[config.mk]
export PLATFORM = sky130hd
export DESIGN_NAME = serial_frame_receiver
export DESIGN_NICKNAME = d
export VERILOG_FILES = /design/src/rtl/serial_frame_pkg.sv /design/src/rtl/rx_shift_reg.sv /design/src/rtl/serial_frame_receiver.sv
export SDC_FILE = /design/constraint.sdc
export NUM_CORES = 1
export LEC_CHECK = 0
export ABC_AREA = 1
export CAP_MARGIN = 20
export CORE_MARGIN = 3
export CORE_UTILIZATION = 45
export DETAILED_ROUTE_END_ITERATION = 10
export MAX_ROUTING_LAYER = met4
export PLACE_DENSITY = 0.69
export SYNTH_ARGS = -nofsm -noshare
export SYNTH_HDL_FRONTEND = slang
export SYNTH_SLANG_ARGS = --single-unit
[constraint.sdc]
create_clock -name clk -period 1.85 [get_ports clk]
set_input_delay 0.37 -clock clk [delete_from_list [all_inputs] [get_ports clk]]
set_output_delay 0.37 -clock clk [all_outputs]
set_load 0.01 [all_outputs]
[src/rtl/serial_frame_pkg.sv]
// rtl/serial_frame_pkg.sv - shared FSM encoding and frame constants for the serial frame receiver
// Purpose: state type and start/stop bit levels used across the receiver.
// Ports: none (package).
package serial_frame_pkg;

  typedef enum logic [1:0] {
    ST_IDLE = 2'd0,
    ST_DATA = 2'd1,
    ST_STOP = 2'd2
  } rx_state_t;

  localparam logic START_BIT = 1'b0;
  localparam logic STOP_BIT  = 1'b1;

endpackage

[src/rtl/rx_shift_reg.sv]
// rtl/rx_shift_reg.sv - WIDTH-bit serial-in parallel-out shift register with clear
// Purpose: collects serial data MSB first; each enabled cycle shifts left with din entering bit 0.
// Ports:
//   clk  - clock
//   rst  - synchronous active-high reset (clears q)
//   clr  - synchronous clear (same effect as rst)
//   en   - shift enable
//   din  - serial data in
//   q    - parallel register contents
module rx_shift_reg #(
  parameter int WIDTH = 4
) (
  input  logic             clk,
  input  logic             rst,
  input  logic             clr,
  input  logic             en,
  input  logic             din,
  output logic [WIDTH-1:0] q
);

  always_ff @(posedge clk) begin
    if (rst || clr) begin
      q <= '0;
    end else if (en) begin
      q <= {q[WIDTH-2:0], din};
    end
  end

endmodule

[src/rtl/serial_frame_receiver.sv]
// rtl/serial_frame_receiver.sv - start/data/stop serial frame receiver with a one-entry holding register
// Purpose: receives frames (start 0, WIDTH data bits MSB first, stop 1), one bit per clk,
//          and presents each good payload through a valid/ready holding register.
// Ports:
//   clk       - clock, all state updates on rising edge
//   rst       - synchronous active-high reset
//   sin       - serial line, idles high
//   out_data  - received payload
//   out_valid - out_data holds an unconsumed frame
//   out_ready - consumer accepts out_data this cycle
//   frame_err - one-cycle pulse after a bad stop bit
//   overrun   - sticky: a good frame was dropped because the holding register was full
module serial_frame_receiver
  import serial_frame_pkg::*;
#(
  parameter int WIDTH = 4
) (
  input  logic             clk,
  input  logic             rst,
  input  logic             sin,
  output logic [WIDTH-1:0] out_data,
  output logic             out_valid,
  input  logic             out_ready,
  output logic             frame_err,
  output logic             overrun
);

  localparam int CW = $clog2(WIDTH + 1);
  localparam logic [CW-1:0] LAST_BIT = CW'(WIDTH - 1);

  rx_state_t        state, state_nxt;
  logic [CW-1:0]    bit_cnt;
  logic [WIDTH-1:0] sh_q;
  logic             sh_clr;
  logic             sh_en;
  logic             load;
  logic             drop;
  logic             bad_stop;
  logic             hold_free;

  // The holding register can take a new frame if empty, or if the current
  // frame is being consumed in the same cycle.
  assign hold_free = !out_valid || out_ready;

  rx_shift_reg #(
    .WIDTH(WIDTH)
  ) u_shift (
    .clk (clk),
    .rst (rst),
    .clr (sh_clr),
    .en  (sh_en),
    .din (sin),
    .q   (sh_q)
  );

  always_ff @(posedge clk) begin
    if (rst) begin
      state <= ST_IDLE;
    end else begin
      state <= state_nxt;
    end
  end

  always_comb begin
    state_nxt = state;
    sh_clr    = 1'b0;
    sh_en     = 1'b0;
    load      = 1'b0;
    drop      = 1'b0;
    bad_stop  = 1'b0;
    case (state)
      ST_IDLE: begin
        if (sin == START_BIT) begin
          state_nxt = ST_DATA;
          sh_clr    = 1'b1;
        end
      end
      ST_DATA: begin
        sh_en = 1'b1;
        if (bit_cnt == LAST_BIT) begin
          state_nxt = ST_STOP;
        end
      end
      ST_STOP: begin
        // Always return to IDLE: a low stop bit is not treated as a new start.
        state_nxt = ST_IDLE;
        if (sin == STOP_BIT) begin
          if (hold_free) begin
            load = 1'b1;
          end else begin
            drop = 1'b1;
          end
        end else begin
          bad_stop = 1'b1;
        end
      end
      default: begin
        state_nxt = ST_IDLE;
      end
    endcase
  end

  always_ff @(posedge clk) begin
    if (rst) begin
      bit_cnt   <= '0;
      out_data  <= '0;
      out_valid <= 1'b0;
      frame_err <= 1'b0;
      overrun   <= 1'b0;
    end else begin
      if (sh_clr) begin
        bit_cnt <= '0;
      end else if (sh_en) begin
        bit_cnt <= bit_cnt + 1'b1;
      end

      frame_err <= bad_stop;

      if (load) begin
        out_data  <= sh_q;
        out_valid <= 1'b1;
      end else if (out_ready) begin
        out_valid <= 1'b0;
      end

      if (drop) begin
        overrun <= 1'b1;
      end
    end
  end

endmodule

==> results of run 1 <==
-- area by class of cell --
cell class / count / area, µm²
flip-flops and latches: 16 / 320
clock buffers: 4 / 36.3
repair buffers: 11 / 108
multi-input cells: 55 / 287
fillers: 128 / 533
well taps: 15 / 18.8
inverters: 12 / 47.5
-- cell families (layout without fill, tap and decap cells) --
group	Yosys count	count (layout)	synth area share
buf+inv	14	27	0.0951
simple gates	44	44	0.317
xor+xnor	1	1	0.0131
compound gates	8	8	0.0597
fa+ha+maj	2	2	0.0373
flops	16	16	0.478
-- power groups by stage --
stage	logic (µW)	clock network [µW]	registers (µW)
after floorplan	33.3	0	360
after global placement	37.3	0	366
after detailed placement	38.2	0	366
after CTS	38.2	242	358
after global routing	43.0	259	359
final	37.8	231	358
-- sequential cells by signal, indices dropped and copies added, names as in the netlist --
name       count
state          2
u_shift.q      4
out_data       4
bit_cnt        3
out_valid      1
overrun        1
frame_err      1
-- synth_stat cells (all sizes together) --
cell	count	area, µm²
o21ai	1	5.00
dfxtp	16	320
nand3	7	35.0
nand2	16	62.6
ha	2	25.0
nor2	15	80.1
a21oi	7	35.0
buf	2	16.3
nand4	4	25.0
nor3	2	10.0
xor2	1	8.76
inv	12	47.6
-- through the flow --
step	setup slack [ps]	cells
floorplan	818	85
global placement	334	109
detailed placement	285	109
CTS	297	113
global route	248	113
finish	313	113
-- worst paths after layout --
path / from / to / slack [ps] / cells past startpoint
max: out_data[0]$_SDFFE_PP0P_ / out_data[0] / 310 / 1
min: overrun$_SDFFE_PP0P_ / overrun$_SDFFE_PP0P_ / 470 / 2
max reg2reg: state[0]$_SDFFE_PP0P_ / bit_cnt[2]$_SDFFE_PP0N_ / 640 / 5
min reg2reg: overrun$_SDFFE_PP0P_ / overrun$_SDFFE_PP0P_ / 470 / 2
-- per-layer routing --
| metal | GRT usage | wire, µm |
|---|---|---|
| met1 | 0.177 | 587 |
| met2 | 0.209 | 472 |
| met3 | 0.0407 | 62 |
| met4 | 0.108 | 26 |
| met5 | - | 0 |
==> impl_results.md, run 1 <==
* Residual DRC count at 0
* Leading cell types in the layout, fill and taps excluded: sky130_fd_sc_hd__dfxtp_1, sky130_fd_sc_hd__nand2_1, sky130_fd_sc_hd__nor2_1
* Inserted Clock Buffers at 3
* Clk sink count at 16
* Rows at 13
* Global-route wire length before repair at 2090 µm
* Part of the Yosys area used for sequential elements at 0.478
* CP endpoint kind: primary output
* Number of global-route vias before repair at 543
* Mapped Nets at 91
* Category of cells accounting for the largest share of critical-path delay: buffers and inverters
* CTS tree: built
* Total grt overflow at 0
* Fin util at 0.605
* Overall fraction of global-route tracks in use at 0.148
* Shortest clock period the worst path allows after layout at 1540 ps
* Sw power at 143 µW
* Critical-path top delay cell: sky130_fd_sc_hd__clkdlybuf4s50_1
* Avg Synthesized Cell Area at 7.89 µm²
* Delay of the slowest cell on the worst path at 540 ps
* Sequential power share at 0.571
* DP Area at 781 µm²
* Required time of the critical path at 1480 ps
* Tcrit/Tclk final at 0.831
* Post-Route WL at 1150 µm
* Internal power summed over all cells at 485 µW
* Clock tree buffer depth at 2
* Iteration count of the initial detailed-routing pass at 4
* Average via count per standard cell at 4.88
* Post-CTS repair timing setup buffer count at 0
* Clock slew at reported path FFs at 90 ps
* Starting density of the core at 0.497
* Peak supply drop at 0.000459 V
* Number of setup violations in the final report at 0
* Total vias in the final route at 552
* Yosys reg bits at 16
* Post-synthesis instance area at 671 µm²
* Final Hold Fails at 0
* Combinational power share at 0.060
* Root cell of the clock tree: sky130_fd_sc_hd__clkbuf_4
* Leak pwr at 0.000318 µW
* Area delta synth->final at 21.8%
* Part of the power in the clock network at 0.369
* Die Height at 44.6 µm
* Smallest hold slack at 471 ps
* Result of the run: finished clean
* Final-report max-slew violation count at 0
* Maximum number of pins on one net before global-route repair at 10
* Total negative slack for setup checks at 0 ps
* Number of standard cells after synthesis at 85
* Clock insertion delay at the later pin of the skew report at 290 ps
* Power per standard cell area at 768 mW/mm²
* Ratio of cells with drive above 1 in the final layout at 0.102
* IO Count at 11
* H-tree depth at 1
* Fraction of power spent switching nets at 0.227
* Worst path buffer plus inverter count at 1
* Critical path, cell by cell: clkdlybuf4s50_1
* Post-DRT Antenna Nets at 0
* Max-cap violations at 0
* Setup repair after global routing missed its margin: false
* Half-perimeter wire length after placement at 871 µm
* Type of the worst setup path: reg -> out
* Unique masters post-synth at 18
* NumNets Final at 105
* YS warnings at 0
* Number of instances resized during post-cts repair at 0
* Count of buffers from port buffering at 10
* Maximum clock rate at 651 MHz
* Hold Buf Count CTS at 0
* Arrival time at the worst endpoint at 1170 ps
* Setup clock skew after layout at 1.43 ps
* Slew @ Worst Pin at 458 ps
* Most common cell after layout, fill and taps aside: sky130_fd_sc_hd__dfxtp_1
* Overall Power at 627 µW
* Number of antenna diodes at 0
* Worst min-delay path class: reg -> reg
* Critical path launch point type: register
* Antenna violations before repair at 0
* DIE AREA at 0.00199 mm²
* Weighted congestion at the end of routability-driven global placement at 0.695
* Placeable core area at 0.00135 mm²
* Number of DRC markers after the initial detailed-route iteration at 10
* Wire length per cell at 10.2 µm
* Largest driver fanout on the critical path at 2
* Cell area after layout at 817 µm²
* Horiz. Die Dim at 44.6 µm
* Worst slew margin relative to its limit at 0.694
(Power assumes the default switching activity.)
==> run 2, diff against run 1 <==
--- a/config.mk
+++ b/config.mk
@@ -8,10 +8,10 @@
 export ABC_AREA = 1
 export CAP_MARGIN = 20
 export CORE_MARGIN = 3
-export CORE_UTILIZATION = 45
+export CORE_UTILIZATION = 44
 export DETAILED_ROUTE_END_ITERATION = 10
 export MAX_ROUTING_LAYER = met4
-export PLACE_DENSITY = 0.69
+export PLACE_DENSITY = 0.7
 export SYNTH_ARGS = -nofsm -noshare
 export SYNTH_HDL_FRONTEND = slang
 export SYNTH_SLANG_ARGS = --single-unit
==> constraint.sdc (replaced) <==
create_clock -name clk -period 1.4 [get_ports clk]
set_input_delay 0.28 -clock clk [delete_from_list [all_inputs] [get_ports clk]]
set_output_delay 0.28 -clock clk [all_outputs]
set_load 0.01 [all_outputs]
==> run 2 against run 1 <==
Effect of this change:
- flip-flop and latch count is the same
- core utilization down 0.17 points
- worst hold slack lost 2.3 ps
- clock power is essentially flat
- highest routed layer unchanged
- clock skew rose by 4.2 ps
- global-route usage up 0.46 points
- via count rose by 0.91%
==> impl_results.md, run 2 (synthesized netlist as in run 1, its figures left out) <==
* Final Hold Fails at 0 (unchanged)
* Average via count per standard cell at 4.80 (-1.7%)
* Residual DRC count at 0 (unchanged)
* Ratio of cells with drive above 1 in the final layout at 0.129 (+0.0267)
* Logic depth of the worst register-to-register path at 6 (+1)
* Power per standard cell area at 927 mW/mm² (+21%)
* Result of the run: finished clean
* Root cell of the clock tree: sky130_fd_sc_hd__clkbuf_4
* Maximum number of pins on one net before global-route repair at 10 (unchanged)
* Part of the power in the clock network at 0.303 (-0.066)
* IO Count at 11 (unchanged)
* Setup repair after global routing missed its margin: false
* Category of cells accounting for the largest share of critical-path delay: flip-flops
* H-tree depth at 1 (unchanged)
* Total negative slack for setup checks at 0 ps (unchanged)
* Post-DRT Antenna Nets at 0 (unchanged)
* Starting density of the core at 0.491 (-0.00591)
* DIE AREA at 0.00203 mm² (+2.0%)
* Critical-path top delay cell: sky130_fd_sc_hd__dfxtp_1
* Combinational power share at 0.084 (+0.024)
* Critical path launch point type: register
* Weighted congestion at the end of routability-driven global placement at 0.749 (+7.8%)
* Iteration count of the initial detailed-routing pass at 2 (-2)
* Largest registers in the final layout: out_data: 4 flops, u_shift.q: 4 flops, bit_cnt: 3 flops
* Worst path depth at 1 (unchanged)
* Number of instances resized during post-cts repair at 7 (+7)
* Post-CTS repair timing setup buffer count at 0 (unchanged)
* Area delta synth->final at 22.9%
* Number of setup violations in the final report at 0 (unchanged)
* Type of the worst setup path: reg -> out
* Number of antenna diodes at 0 (unchanged)
* Clock insertion delay at the later pin of the skew report at 290 ps (about the same)
* Clock tree buffer depth at 2 (unchanged)
* Leak pwr at 0.000363 µW (+14%)
* Half-perimeter wire length after placement at 940 µm (+8.0%)
* Leading cell types in the layout, fill and taps excluded: sky130_fd_sc_hd__dfxtp_1, sky130_fd_sc_hd__nand2_1, sky130_fd_sc_hd__nor2_1
* Maximum clock rate at 855 MHz
* Shortest clock period the worst path allows after layout at 1170 ps
* Inserted Clock Buffers at 3 (unchanged)
* Internal power summed over all cells at 589 µW (+22%)
* Count of buffers from port buffering at 10 (unchanged)
* CP endpoint kind: primary output
* Total vias in the final route at 557 (+0.91%)
* Fraction of power spent switching nets at 0.229 (+0.00158)
* Overall Power at 764 µW (+22%)
* Final-report max-slew violation count at 0 (unchanged)
* Worst path buffer plus inverter count at 1 (unchanged)
* Total grt overflow at 0 (unchanged)
* Die Height at 45.0 µm (+0.98%)
* Cell area after layout at 825 µm² (+0.92%)
* NumNets Final at 109 (+3.8%)
* Delay of the slowest cell on the worst path at 330 ps (-210 ps)
* Placeable core area at 0.00137 mm² (+1.2%)
* Most common cell after layout, fill and taps aside: sky130_fd_sc_hd__dfxtp_1
* Tcrit/Tclk final at 0.836
* Clock slew at reported path FFs at 80 ps (about the same)
* Largest driver fanout on the critical path at 2 (unchanged)
* Horiz. Die Dim at 45.0 µm (+0.98%)
* Number of DRC markers after the initial detailed-route iteration at 6 (-4)
* Max-cap violations at 0 (unchanged)
* Rows at 13 (unchanged)
* Critical path, cell by cell: dlygate4sd2_1
* Sw power at 175 µW (+23%)
* Worst slew margin relative to its limit at 0.847 (+0.152)
* Number of global-route vias before repair at 520 (-4.2%)
* Sequential power share at 0.613 (+0.042)
* Peak supply drop at 0.000638 V (+39%)
* Antenna violations before repair at 0 (unchanged)
* Global-route wire length before repair at 2160 µm (+3.3%)
* Wire length per cell at 10.3 µm (+1.1%)
* Setup clock skew after layout at 5.66 ps (+4.23 ps)
* Slew @ Worst Pin at 229 ps (-228 ps)
* CTS tree: built
* WHS Path Cells at 2 (unchanged)
* DP Area at 811 µm² (+3.8%)
* Arrival time at the worst endpoint at 890 ps (-280 ps)
* Required time of the critical path at 1120 ps (-360 ps)
* Overall fraction of global-route tracks in use at 0.153 (+0.00463)
* Post-Route WL at 1190 µm (+3.7%)
* Smallest hold slack at 469 ps (-2.32 ps)
* Clk sink count at 16 (unchanged)
* Hold Buf Count CTS at 0 (unchanged)
* Worst min-delay path class: reg -> reg
==> run 2: worst reg2reg max path, stage by stage, from the launching register on <==
cell and delay [ps]:
sky130_fd_sc_hd__dfxtp_1 380, sky130_fd_sc_hd__buf_4 190, sky130_fd_sc_hd__nor2_8 150, sky130_fd_sc_hd__inv_4 50
sky130_fd_sc_hd__nor2_4 130, sky130_fd_sc_hd__nor2_1 50, sky130_fd_sc_hd__nor2_1 90
==> run 2: cell type report <==
cell class	count	area [µm²]
flip-flops and latches	16	320
well taps	15	18.8
multi-input cells	55	287
clock buffers	3	22.5
fillers	136	542
repair buffers	15	129
inverters	12	47.5
==> run 2: final timing paths <==
check,from,to,slack [ps]
max reg2reg,state[0]$_SDFFE_PP0P_,out_data[1]$_SDFFE_PP0P_,300
min,u_shift.q[3]$_SDFFE_PP0N_,u_shift.q[3]$_SDFFE_PP0N_,470
max,out_data[3]$_SDFFE_PP0P_,out_data[3],230
min reg2reg,u_shift.q[3]$_SDFFE_PP0N_,u_shift.q[3]$_SDFFE_PP0N_,470
==> run 2: power groups by stage <==
stage	clock network, µW	registers (µW)	logic, µW
3_3_place_gp	0	479	63.4
6_report	232	468	64.1
2_1_floorplan	0	475	44.0
4_1_cts	249	468	64.4
3_5_place_dp	0	479	63.8
5_1_grt	260	469	71.2
==> run 2: routing by layer <==
| layer | up-vias | GRT usage | routed length, µm |
|---|---|---|---|
| met5 | - | - | 0 |
| met4 | 0 | 0.0526 | 16 |
| met3 | 3 | 0.0717 | 73 |
| met2 | 10 | 0.223 | 505 |
| met1 | 236 | 0.184 | 598 |
| li1 | 308 | - | - |
==> run 2: through the flow <==
step / utilization / worst slack [ps] / instances
final: 0.603 / 230 / 116
after detailed placement: 0.593 / 60.9 / 113
after CTS: 0.603 / 214 / 116
after floorplan: - / 368 / 85
after global placement: 0.593 / 86.8 / 113
after global routing: 0.603 / 178 / 116
==> run 3, diff against run 2 <==
==> constraint.sdc (replaced) <==
create_clock -name clk -period 1 [get_ports clk]
set_input_delay 0.2 -clock clk [delete_from_list [all_inputs] [get_ports clk]]
set_output_delay 0.2 -clock clk [all_outputs]
set_load 0.01 [all_outputs]
==> run 3 against run 2 <==
Effect of this change:
- highest routed layer unchanged
- clock-buffer cell count up 1
- total power increased by 55%
- register-to-register slack got worse by 300 ps
- cell area up 12%
- sequential share of layout area shrank 2.9 points
- via count up 4.5%
- clock power increased by 81%
- first-iteration DRC count fell by 33%
- largest power group unchanged
- flip-flop and latch count unchanged
- largest cell class unchanged
- cell count is 5.2% higher
- routed wire length up 6.7%
- core utilization grew 7.4 points
==> impl_results.md, run 3 (synthesized netlist as in run 1, its figures left out) <==
* Setup repair after global routing missed its margin: true
* DIE AREA at 0.00203 mm² (unchanged)
* CTS tree: built
* Power per standard cell area at 1280 mW/mm² (+38%)
* Hold Buf Count CTS at 0 (unchanged)
* Logic depth of the worst register-to-register path at 5 (-1)
* Residual DRC count at 0 (unchanged)
* IO Count at 11 (unchanged)
* Required time of the critical path at 1190 ps (+70 ps)
* Maximum number of pins on one net before global-route repair at 10 (unchanged)
* Count of buffers from port buffering at 10 (unchanged)
* Slew @ Worst Pin at 201 ps (-28.9 ps)
* Largest driver fanout on the critical path at 2 (unchanged)
* Worst min-delay path class: in -> reg
* Fin util at 0.678 (+0.0742)
* Final Hold Fails at 0 (unchanged)
* Rows at 13 (unchanged)
* Number of setup violations in the final report at 0 (unchanged)
* Leading cell types in the layout, fill and taps excluded: sky130_fd_sc_hd__nor2_1, sky130_fd_sc_hd__nand2_1, sky130_fd_sc_hd__dfxtp_2
* Antenna violations before repair at 0 (unchanged)
* Clk sink count at 16 (unchanged)
* Ratio of cells with drive above 1 in the final layout at 0.411 (+0.283)
* Crit. Startpoint: bit_cnt[0]$_SDFFE_PP0N_
* Average via count per standard cell at 4.77 (-0.65%)
* Placeable core area at 0.00137 mm² (unchanged)
* Capture instance of the worst register-to-register path: bit_cnt[2]$_SDFFE_PP0N_
* WHS Path Cells at 3 (+1)
* Horiz. Die Dim at 45.0 µm (unchanged)
* Leak pwr at 0.000397 µW (+9.3%)
* Peak supply drop at 0.000862 V (+35%)
* Final-report max-slew violation count at 0 (unchanged)
* Most common cell after layout, fill and taps aside: sky130_fd_sc_hd__nor2_1
* Type of the worst setup path: reg -> reg
* Number of antenna diodes at 0 (unchanged)
* Smallest hold slack at 275 ps (-193 ps)
* Area delta synth->final at 38.1%
* Total grt overflow at 0 (unchanged)
* Worst-case hold path end point: out_valid$_SDFFE_PP0P_
* HP Start: sin
* Overall Power at 1190 µW (+55%)
* Number of DRC markers after the initial detailed-route iteration at 4 (-2)
* Wire length per cell at 10.4 µm (+1.5%)
* Overall fraction of global-route tracks in use at 0.155 (+0.00253)
* Result of the run: finished clean
* Inserted Clock Buffers at 3 (unchanged)
* Tcrit/Tclk final at 0.998
* Largest registers in the final layout: out_data: 4 flops, u_shift.q: 4 flops, bit_cnt: 3 flops
* H-tree depth at 1 (unchanged)
* Iteration count of the initial detailed-routing pass at 4 (+2)
* Die Height at 45.0 µm (unchanged)
* Root cell of the clock tree: sky130_fd_sc_hd__clkbuf_4
* Critical path launch point type: register
* Global-route wire length before repair at 2260 µm (+4.8%)
* Number of global-route vias before repair at 560 (+7.7%)
* Arrival time at the worst endpoint at 1190 ps (+300 ps)
* Clock tree buffer depth at 2 (unchanged)
* NumNets Final at 114 (+4.6%)
* Starting density of the core at 0.491 (unchanged)
* Clock slew at reported path FFs at 90 ps (about the same)
* Half-perimeter wire length after placement at 949 µm (+0.91%)
* Flop-to-flop setup slack at 2 ps (-300 ps)
* Final-layout fill cell count at 125 (-8.1%)
* Clock insertion delay at the later pin of the skew report at 280 ps (about the same)
* Worst slew margin relative to its limit at 0.866 (+0.0195)
* CP endpoint kind: register
* Maximum clock rate at 1000 MHz
* Post-Route WL at 1270 µm (+6.7%)
* Max-cap violations at 0 (unchanged)
* Crit path setup slack, layout at 1.93 ps (-228 ps)
* Launch instance of the worst register-to-register path: bit_cnt[0]$_SDFFE_PP0N_
* Setup slack at placement at -238 ps (-299 ps)
* Setup clock skew after layout at 1.21 ps (-4.44 ps)
* Total negative slack for setup checks at 0 ps (unchanged)
* Total vias in the final route at 582 (+4.5%)
* Weighted congestion at the end of routability-driven global placement at 0.723 (-3.4%)
* Post-DRT Antenna Nets at 0 (unchanged)
* Shortest clock period the worst path allows after layout at 998 ps
run 3: layout make-up:
cell class,count,area [µm²],share of cell area
inverter,12,50.0,0.0541
sequential,16,333,0.359
tap,15,18.8,0.0203
clock buffer,4,36.3,0.0392
timing repair buffer,20,155,0.168
multi-input combinational,55,333,0.359
run 3: worst max path at each step:
| stage | end | depth (start not counted) | slack [ps] |
|---|---|---|---|
| after floorplan | bit_cnt[2]$_SDFFE_PP0N_ | 5 | 10 |
| after CTS | bit_cnt[2]$_SDFFE_PP0N_ | 5 | -20 |
| after global routing | bit_cnt[2]$_SDFFE_PP0N_ | 5 | -30 |
| final | bit_cnt[2]$_SDFFE_PP0N_ | 5 | 2 |
| after global placement | out_data[2]$_SDFFE_PP0P_ | 7 | -210 |
| after detailed placement | bit_cnt[1]$_SDFFE_PP0N_ | 5 | -240 |
run 3: per-layer routing:
| metal | routed length [µm] | track usage |
|---|---|---|
| met1 | 637 | 0.201 |
| met2 | 560 | 0.237 |
| met3 | 57 | 0.0239 |
| met4 | 17 | 0.0702 |
| met5 | 0 | - |
run 3: report_power, final:
group,internal (µW),switching [µW]
combinational,50.1,53.5
clock,222,199
sequential,647,15.2
run 3: critical path: stages, from the launching register on:
cell                      delay [ps]
sky130_fd_sc_hd__dfxtp_2         340
sky130_fd_sc_hd__ha_4            160
sky130_fd_sc_hd__ha_4            250
sky130_fd_sc_hd__o21ai_2          40
sky130_fd_sc_hd__nand3_1          60
sky130_fd_sc_hd__inv_1            40
run 3: timing repair:
item                                   CTS  global route
buffers inserted                         0             1
endpoints found under the hold margin    0             0
setup endpoints to repair               14            13
pin swaps                                2             6
resized for setup                       39            10
run 3: metrics by stage:
step / cell area, µm² / instances
floorplan: 673 / 85
global placement: 843 / 117
detailed placement: 843 / 117
CTS: 878 / 121
global route: 926 / 122
finish: 926 / 122
